[config.mk]
export PLATFORM = sky130hd
export DESIGN_NAME = counter_updn_n_flat
export DESIGN_NICKNAME = d
export VERILOG_FILES = /design/src/rtl/counter_updn_n_if.sv /design/src/rtl/counter_updn_n.sv /design/src/flat_wrapper.sv
export SDC_FILE = /design/constraint.sdc
export NUM_CORES = 1
export LEC_CHECK = 0
export ABC_CLOCK_PERIOD_IN_PS = 3700
export BUFFER_PORTS_ARGS = -buffer_cell sky130_fd_sc_hd__buf_2
export CORE_MARGIN = 5
export CORE_UTILIZATION = 40
export CTS_BUF_LIST = sky130_fd_sc_hd__clkbuf_8 sky130_fd_sc_hd__clkbuf_16
export CTS_CLUSTER_SIZE = 8
export DETAILED_ROUTE_END_ITERATION = 10
export GPL_TIMING_DRIVEN = 1
export HOLD_SLACK_MARGIN = 0.08
export SLEW_MARGIN = 20
export SYNTH_ARGS = -nofsm -noshare
export SYNTH_HDL_FRONTEND = slang
export SYNTH_SLANG_ARGS = --single-unit
[constraint.sdc]
create_clock -name clk -period 3.7 [get_ports clk]
set_clock_uncertainty 0.05 [all_clocks]
set_input_delay 0.555 -clock clk [delete_from_list [all_inputs] [get_ports clk]]
set_output_delay 0.555 -clock clk [all_outputs]
set_load 0.02 [all_outputs]
[src/rtl/counter_updn_n_if.sv]
// ---------------------------------------------------------------------------
// counter_updn_n_if
// Control/data bundle for the up/down counter.
//   master : the side that drives the counter (en, up, load, set, d, cmp)
//            and observes its results (q, tc, co, match).
//   slave  : the counter itself.
// Signals:
//   en    count enable
//   up    direction (1 = increment, 0 = decrement)
//   load  parallel load request (d -> q)
//   set   force q to all ones
//   d     parallel load data, WIDTH bits
//   cmp   compare value, WIDTH bits
//   q     registered count, WIDTH bits
//   tc    terminal-count flag (combinational from q and up)
//   co    registered carry/borrow pulse
//   match registered compare flag
// ---------------------------------------------------------------------------
interface counter_updn_n_if #(
    parameter int WIDTH = 32'sd16
) ();

    logic             en;
    logic             up;
    logic             load;
    logic             set;
    logic [WIDTH-1:0] d;
    logic [WIDTH-1:0] cmp;
    logic [WIDTH-1:0] q;
    logic             tc;
    logic             co;
    logic             match;

    modport master (
        output en, up, load, set, d, cmp,
        input  q, tc, co, match
    );

    modport slave (
        input  en, up, load, set, d, cmp,
        output q, tc, co, match
    );

endinterface : counter_updn_n_if

[src/rtl/counter_updn_n.sv]
// ---------------------------------------------------------------------------
// counter_updn_n
// Loadable up/down counter with wrap or saturate behaviour at terminal count,
// a one-cycle carry/borrow pulse and a registered compare flag.
// Parameters:
//   WIDTH     counter/data width, 2..32
//   SATURATE  0 = wrap at terminal count, 1 = hold at terminal count
//   RESET_VAL value loaded into q by reset
// Ports:
//   clk   single clock, rising edge
//   rst   synchronous active-high reset
//   bus   counter_updn_n_if.slave (en, up, load, set, d, cmp -> q, tc, co, match)
// Priority each cycle: rst > set > load > en.
// ---------------------------------------------------------------------------
module counter_updn_n #(
    parameter int               WIDTH     = 32'sd16,
    parameter int               SATURATE  = 32'sd0,
    parameter logic [WIDTH-1:0] RESET_VAL = {WIDTH{1'b0}}
) (
    input  logic               clk,
    input  logic               rst,
    counter_updn_n_if.slave    bus
);

    localparam logic [WIDTH-1:0] ALL_ONES = {WIDTH{1'b1}};
    localparam logic [WIDTH-1:0] ZERO     = {WIDTH{1'b0}};
    localparam logic [WIDTH-1:0] ONE      = {{(WIDTH-1){1'b0}}, 1'b1};
    localparam bit               SAT_MODE = (SATURATE != 32'sd0);

    logic [WIDTH-1:0] q_r;
    logic             co_r;
    logic             match_r;
    logic             tc_s;
    logic [WIDTH-1:0] step_q_s;
    logic [WIDTH-1:0] next_q_s;
    logic             co_next_s;

    // Terminal count: the value the next step in the current direction would wrap from.
    always_comb begin
        tc_s = 1'b0;
        if (bus.up) begin
            tc_s = (q_r == ALL_ONES);
        end else begin
            tc_s = (q_r == ZERO);
        end
    end

    // Next-state selection in priority order set > load > en; rst is applied in the register.
    always_comb begin
        step_q_s  = q_r;
        next_q_s  = q_r;
        co_next_s = 1'b0;

        // Modulo-2^WIDTH step; the direction is taken from up this very cycle.
        if (bus.up) begin
            step_q_s = q_r + ONE;
        end else begin
            step_q_s = q_r - ONE;
        end

        if (bus.set) begin
            next_q_s  = ALL_ONES;
            co_next_s = 1'b0;
        end else if (bus.load) begin
            next_q_s  = bus.d;
            co_next_s = 1'b0;
        end else if (bus.en) begin
            // The carry/borrow pulse flags a step taken at terminal count,
            // whether that step wraps or is held by saturation.
            co_next_s = tc_s;
            if (tc_s && SAT_MODE) begin
                next_q_s = q_r;
            end else begin
                next_q_s = step_q_s;
            end
        end else begin
            next_q_s  = q_r;
            co_next_s = 1'b0;
        end
    end

    // State registers; match is computed from the incoming q so it lines up with it.
    always_ff @(posedge clk) begin
        if (rst) begin
            q_r     <= RESET_VAL;
            co_r    <= 1'b0;
            match_r <= (RESET_VAL == bus.cmp);
        end else begin
            q_r     <= next_q_s;
            co_r    <= co_next_s;
            match_r <= (next_q_s == bus.cmp);
        end
    end

    assign bus.q     = q_r;
    assign bus.tc    = tc_s;
    assign bus.co    = co_r;
    assign bus.match = match_r;

endmodule : counter_updn_n

[src/flat_wrapper.sv]
// flat-port wrapper written by rule: the top's interface ports become plain ports
module counter_updn_n_flat 
#(
    parameter int               WIDTH     = 32'sd16,
    parameter int               SATURATE  = 32'sd0,
    parameter logic [WIDTH-1:0] RESET_VAL = {WIDTH{1'b0}}
)
  (clk, rst, bus_en, bus_up, bus_load, bus_set, bus_d, bus_cmp, bus_q, bus_tc, bus_co, bus_match);
  counter_updn_n_if #(.WIDTH(WIDTH)) bus_i ();
  input  logic clk;
  input  logic rst;
  input wire logic [$bits(bus_i.en)-1:0] bus_en;
  input wire logic [$bits(bus_i.up)-1:0] bus_up;
  input wire logic [$bits(bus_i.load)-1:0] bus_load;
  input wire logic [$bits(bus_i.set)-1:0] bus_set;
  input wire logic [$bits(bus_i.d)-1:0] bus_d;
  input wire logic [$bits(bus_i.cmp)-1:0] bus_cmp;
  output wire logic [$bits(bus_i.q)-1:0] bus_q;
  output wire logic [$bits(bus_i.tc)-1:0] bus_tc;
  output wire logic [$bits(bus_i.co)-1:0] bus_co;
  output wire logic [$bits(bus_i.match)-1:0] bus_match;
  assign bus_i.en = bus_en;
  assign bus_i.up = bus_up;
  assign bus_i.load = bus_load;
  assign bus_i.set = bus_set;
  assign bus_i.d = bus_d;
  assign bus_i.cmp = bus_cmp;
  assign bus_q = bus_i.q;
  assign bus_tc = bus_i.tc;
  assign bus_co = bus_i.co;
  assign bus_match = bus_i.match;
  counter_updn_n #(.WIDTH(WIDTH), .SATURATE(SATURATE), .RESET_VAL(RESET_VAL)) u_core (.clk(clk), .rst(rst), .bus(bus_i));
endmodule
# == Word-level counts from Yosys, hierarchy flattened ==
# Index checks and enable logic that the tools add are counted.
# totals
wordCells,17
reg_bits,18
memories,0
inputBits,38
latch_bits,0
mem_bits_ro,0
mem_bits_rw,0
# classes
n_reduce_logical,3
multipliers,0
n_shift,0
n_bitwise,1
n_addsub,2
eq_ne,2
n_mux,6
n_lt_le_gt_ge,0
n_div,0
# op_table
cell,n
two-way mux 16 bit,4
zero test 16 bit,2
adder 16 x 1 -> 16 bit (second input constant),1
== test 16 bit,1
== test 16 bit (second input constant),1
subtractor 16 x 1 -> 16 bit (second input constant),1
OR reduction 4 bit,1
two-way mux 1 bit,2
NOT 1 bit,1

# == Longest topological paths before layout ==
# Gate-level depths: netlist (run 1).
# depth
word_depth,7
mapped_depth,12
mapped_depth_nobuf,11

# == Worst setup path after synthesis (run 1) ==
# OpenSTA, ideal clock, no wires.
# synth_timing
path_kind,input-to-reg
start,input bus_up
end,register u_core.match_r (netlist: u_core.bus.match)
path_stages,11
required_time_ns,3.563
t_arrival_ns,3.348
setup_slack_ns,0.215
path_buffers,0
path_cell_list,inv_1 ha_1 o21a_1 o21a_1 o22a_2 o2111ai_1 a21oi_2 xnor2_1 or4_1 or4_1 o31ai_1
# synth_via
elab_chain_len,6
# synth_lines
element,line_no,source
start: declaration,flat_wrapper.sv:13,input wire logic [$bits(bus_i.up)-1:0] bus_up;
two-way mux 16 bit,counter_updn_n.sv:55,if (bus.up) begin
two-way mux 16 bit,counter_updn_n.sv:67,end else if (bus.en) begin
two-way mux 16 bit,counter_updn_n.sv:64,end else if (bus.load) begin
two-way mux 16 bit,counter_updn_n.sv:61,if (bus.set) begin
== test 16 bit,counter_updn_n.sv:91,match_r <= (next_q_s == bus.cmp);
two-way mux 1 bit,counter_updn_n.sv:84,if (rst) begin
end signal: assignment,counter_updn_n.sv:87,match_r <= (RESET_VAL == bus.cmp);
end signal: assignment,counter_updn_n.sv:91,
end: declaration,counter_updn_n.sv:32,logic match_r;
# No other way between the ends.
# A chain may end at the register's enable or synchronous reset.

# == Worst setup path in the final report (run 1) ==
# Ends and elaborated chain as after synthesis.

==> results of run 1 <==
[final timing paths]
path | startpoint | endpoint | slack, ps
max | bus_up | u_core.bus.match | 170
min | bus_d[2] | u_core.bus.q[2] | 530
max reg2reg | u_core.bus.q[1] | u_core.bus.match | 200
min reg2reg | u_core.bus.q[15] | u_core.bus.q[15] | 690
[where the power goes]
group / switching, mW / internal (mW) / leakage, nW
sequential: 0.0239 / 0.209 / 0.151
clock: 0.0751 / 0.0948 / 0.0288
combinational: 0.267 / 0.198 / 1.12
[metrics by stage]
stage,hold WS (ps),std cells
global placement,677,465
global route,549,469
floorplan,646,326
CTS,524,469
finish,527,469
detailed placement,672,465
[cell type report]
cell class                      instances  area share (%)
Multi-Input combinational cell        268            63.1
Timing Repair Buffer                   82            16.5
Sequential cell                        18            12.5
Tap cell                               75            3.25
Inverter                               22            2.86
Clock buffer                            4            1.90
[logic make-up after synthesis]
kind of cell / after synthesis
AND/OR/NAND/NOR: 123
AO/OA/AOI/OAI: 99
buffers and inverters: 40
flip-flops: 18
XOR/XNOR: 17
adder cells (fa/ha/maj): 15
multiplexers: 14
[sequential cells by signal, indices dropped and copies added, names as in the netlist]
| signal | flops |
|---|---|
| u_core.bus.co | 1 |
| u_core.bus.match | 1 |
| u_core.bus.q | 16 |
[metal layers]
layer	track usage [%]	vias up	share of wire (%)
li1	-	1372	-
met1	31.7	1321	47
met2	35.7	114	44
met3	2.09	18	5.8
met4	10.3	0	3.5
met5	0	-	0
[layout by cell type (no fill, tap or decap), types with 8 or more instances in the layout]
master | synthesis | layout
buf_2 | 1 | 56
nor2_1 | 33 | 33
a21oi_1 | 28 | 28
buf_4 | 3 | 26
inv_1 | 22 | 22
nand2_1 | 21 | 21
dfxtp_1 | 18 | 18
ha_1 | 14 | 14
mux2i_1 | 12 | 12
nor3_1 | 12 | 12
o21ai_0 | 11 | 11
nand4_1 | 11 | 11
nor4_1 | 10 | 10
xnor2_1 | 9 | 9
xor2_1 | 8 | 8
[critical path: cells and delay by family]
kind,cells,cell delay (ps)
compound gates,4,860
xor+xnor,1,130
fa+ha+maj,1,290
buf+inv,2,290
simple gates,3,1520
==> qor.yml, run 1 <==
worst_hold_path:
  hold_path_class: "in -> reg"
  min_path_cells: 3
clock_network:
  h-tree-depth: 1
  cts_tree: "built"
  cts_hold_buffers: 0
  cts_resized: 0
  cts_buffer_depth: 2
  clock-sinks: 18
  clockRootBuffer: "clkbuf_8"
  cts_buffers: 3
  path_clk_slew_ps: 80
  insertion_delay_ps: 260
  cts_setup_buffers: 0
floorplanning:
  die_x_um: 86.7
  rows: 28
  die-area_mm2: 0.00752
  die_y_um: 86.7
  start_util_pct: 40.5
  io_pins: 57
  core_area_mm2: 0.00582
synth:
  synth_most_common_cell: "nor2_1"
  synth_ff_type: "dfxtp_1"
  synth_top_family_by_area: "compound AO/OA/AOI/OAI gates"
  synth_compound_area_share_pct: 29.7
  seq_area_frac_synth_pct: 15.3
  synth_edf_count: 0
  synth_xor_area_share_pct: 6.33
  yosysWarnings: 0
  netlist_instances: 326
  synth_top_area_share_pct: 15.3
  avgSynthCellArea_um2: 7.22
  synth_area_mm2: 0.00235
  netlist_top_cells_count: "33 x nor2_1, 28 x a21oi_1, 22 x inv_1"
  synthAdderAreaFrac_pct: 8.29
  mappedNetlistNets: 379
  synth.distinct_cells: 61
  synth_area_leaders: "dfxtp_1 15%, ha_1 7.4%, a21oi_1 6.0%"
  synthMuxAreaShare_pct: 6.06
  synthArstFlopShare_pct: 0
  yosysTopAreaCell: "dfxtp_1"
  synth_seq_cells: 18
  synth-simple-area-share_pct: 27.1
route:
  drt-pass1-iter-count: 5
  vias_per_cell: 6.02
  drtIter0Drc: 157
  post_drt_wl_per_cell_um: 17.8
  wl_um: 8370
  final_antenna_net_count: 0
  drc: 0
  vias: 2825
critical_path:
  crit_fanout: 8
  critPathArrivalTime_ps: 3650
  cp-end-kind: "flip-flop"
  r2r.worst_path.cells: 12
  crit_top_cell: "or4_1"
  worstPathRequired_ps: 3810
  worst_path_max_delay_cell: "or4_4"
  path_class: "in -> reg"
  crit_path_cell_trace: "buf_2 -> inv_1 -> ha_1 -> or4_4 -> o22a_2 -> o2111ai_1 -> a21oi_2 -> xnor2_1 -> or4_1 -> or4_1 -> o31ai_1"
  max_stage_delay_ps: 550
  start_kind: "input pin"
global_routing:
  grt_overflow_total: 0
  antenna_found_initial: 0
  grt_pass1_vias: 2712
  grt_pass1_wl_um: 13600
  grt_max_degree: 30
  track_usage_pct: 22.8
timing:
  fmax_mhz: 283
  maxSlewHeadroom_pct: 68.9
  period_minus_slack_ps: 3530
  setup_slack_ps: 168
  tightest_slew_ps: 454
  finalCritPeriodShare_pct: 95.5
  hold_viol_final: 0
  finalSetupViolCount: 0
  rsz0062_at_grt: "false"
  slew_viol_final: 0
  finalSetupTns_ps: 0
finish:
  antenna_cells: 0
  seqCellArea_um2: 360
  fin_util_pct: 49.7
  fin_area_mm2: 0.00289
  final_nets: 448
  drive_gt1_share_pct: 25.4
  area_growth_syn_to_layout_pct: 22.8
  num-fill-cells: 625
  multi_input_area_mm2: 0.00182
run_status:
  status: "completed"
place:
  gp_congestion: 0.945
  dp_slack_ps: -14.2
  placed_area_mm2: 0.00284
  hpwl_um: 6720
  io_buffers: 56
power:
  total_power_mw: 0.868
  power.density_mw_per_mm2: 300
  peakVddDrop_mv: 0.165
  p_leak_nw: 1.30
run:
  maxCapViolations: 0
Note: power is estimated with default switching activity, not from simulation.
==> run 2, diff against run 1 <==
Settings changed: REMOVE_ABC_BUFFERS from default to 1.
==> qor.yml, run 2 (synthesis gave the netlist of run 1 again) <==
run_status:
  status: "completed"
clock_network:
  insertion_delay_ps: 260  # about the same
  cts_setup_buffers: 0  # unchanged
  clock-sinks: 18  # unchanged
  cts_tree: "built"
  clockRootBuffer: "clkbuf_8"
  cts_buffers: 3  # unchanged
  cts_buffer_depth: 2  # unchanged
  h-tree-depth: 1  # unchanged
  path_clk_slew_ps: 80  # about the same
timing:
  hold_viol_final: 0  # unchanged
  finalSetupTns_ps: 0  # unchanged
  tightest_slew_ps: 674  # +220 ps
  slew_viol_final: 0  # unchanged
  period_minus_slack_ps: 3450  # -82.6 ps
  finalSetupViolCount: 0  # unchanged
  finalCritPeriodShare_pct: 93.2  # -2.2 points
  fmax_mhz: 290  # +2.4%
  rsz0062_at_grt: "false"
  maxSlewHeadroom_pct: 53.9  # -15 points
critical_path:
  path_class: "reg -> reg"
  crit_fanout: 5  # -3
  start_kind: "flip-flop"
  cp-end-kind: "flip-flop"
  worst_path_max_delay_cell: "or4_1"
  crit_path_cell_trace: "inv_1 -> fa_1 -> nand2b_1 -> a211oi_2 -> buf_4 -> o221ai_2 -> o2111ai_1 -> a21oi_2 -> xnor2_1 -> or4_1 -> or4_1 -> o31ai_1"
  critical_path_buf_inv_count: 2  # unchanged
  critPathArrivalTime_ps: 3580  # -70 ps
  max_stage_delay_ps: 520  # -30 ps
  crit_top_cell: "or4_1"
  critical-path-top-delay-family: "simple AND/OR/NAND/NOR gates"
  worstPathRequired_ps: 3830  # +20 ps
floorplanning:
  io_pins: 57  # unchanged
  die_x_um: 86.7  # unchanged
  start_util_pct: 40.5  # unchanged
  die-area_mm2: 0.00752  # unchanged
  rows: 28  # unchanged
  core_area_mm2: 0.00582  # unchanged
  die_y_um: 86.7  # unchanged
place:
  gp_congestion: 0.938  # -0.72%
  placed_area_mm2: 0.00283  # -0.26%
  hpwl_um: 6660  # -0.91%
  io_buffers: 56  # unchanged
power:
  peakVddDrop_mv: 0.202  # +23%
  pwr-share-clk_pct: 19.3  # -0.3 points
  seqPwrFrac_pct: 27.2  # +0.4 points
  power.density_mw_per_mm2: 298  # -0.76%
  p_leak_nw: 1.30  # -0.33%
  pwr-share-comb_pct: 53.5  # about the same
  p_sw_mw: 0.362  # -1.2%
  switching_share_pct: 42.0  # -0.16 points
  intPower_mw: 0.499  # -0.52%
finish:
  drive_gt1_share_pct: 25.4  # +0.065 points
  layout_commonest_cell: "buf_2"
  mostFrequentLayoutCells: "56 x buf_2, 33 x nor2_1, 28 x a21oi_1"
  final_nets: 447  # -0.22%
  fin_area_mm2: 0.00289  # about the same
  area_growth_syn_to_layout_pct: 22.8  # about the same
  largest_reg_flops: 16  # unchanged
  antenna_cells: 0  # unchanged
global_routing:
  grt_overflow_total: 0  # unchanged
  grt_pass1_vias: 2634  # -2.9%
  antenna_found_initial: 0  # unchanged
  grt_pass1_wl_um: 13500  # -0.91%
  track_usage_pct: 22.7  # -0.13 points
  grt_max_degree: 26  # -13%
route:
  vias: 2815  # -0.35%
  vias_per_cell: 6.01  # -0.14%
  drtIter0Drc: 219  # +39%
  post_drt_wl_per_cell_um: 18.1  # +1.3%
  wl_um: 8460  # +1.1%
  drc: 0  # unchanged
  final_antenna_net_count: 0  # unchanged
  drt-pass1-iter-count: 5  # unchanged
worst_hold_path:
  hold_path_class: "in -> reg"
run:
  maxCapViolations: 0  # unchanged
run 2: area by class of cell:
type	instances	area, um^2
multi-input combinational	268	1830
sequential	18	360
fill	631	2930
tap	75	93.8
timing repair buffer	81	468
clock buffer	4	55.1
inverter	22	82.6
run 2: power groups by stage:
stage	registers, mW	clock network [mW]	logic (mW)
4_1_cts	0.233	0.167	0.453
5_1_grt	0.236	0.177	0.504
6_report	0.234	0.166	0.461
3_5_place_dp	0.238	0	0.449
3_3_place_gp	0.238	0	0.448
2_1_floorplan	0.250	0	0.265
run 2: worst paths after layout:
check              startpoint          endpoint  slack (ps)  cells after the start
max           u_core.bus.q[1]  u_core.bus.match         250                     12
max reg2reg   u_core.bus.q[1]  u_core.bus.match         250                     12
min                  bus_d[2]   u_core.bus.q[2]         540                      3
min reg2reg  u_core.bus.q[15]  u_core.bus.q[15]         700                      3
run 2: per-stage QoR:
step / total power, mW / util, % / setup WS [ps] / std cells / hold WS, ps
after CTS: 0.854 / 49.6 / 248 / 468 / 539
after global placement: 0.686 / 48.6 / 111 / 464 / 681
after detailed placement: 0.687 / 48.6 / 46.2 / 464 / 686
final: 0.861 / 49.7 / 250 / 468 / 536
after floorplan: 0.516 / - / 215 / 308 / 574
after global routing: 0.917 / 49.7 / 40.5 / 468 / 568
run 2: repair_timing:
action / in CTS / in global routing
setup endpoints to repair: 0 / 1
gates resized for setup: 0 / 1
hold buffers: 0 / 0
run 2: worst min-delay path, stage by stage:
cell and delay, ps:
buf_2 80, a211oi_1 100, nor2_1 80
run 2: layer usage:
layer,part of all wire [%],global-route usage [%],vias to the layer above
met2,45,36.2,151
met1,45,32.4,1282
li1,-,-,1368
met3,8.5,2.57,14
met4,1.9,5.67,0
met5,0,0,-
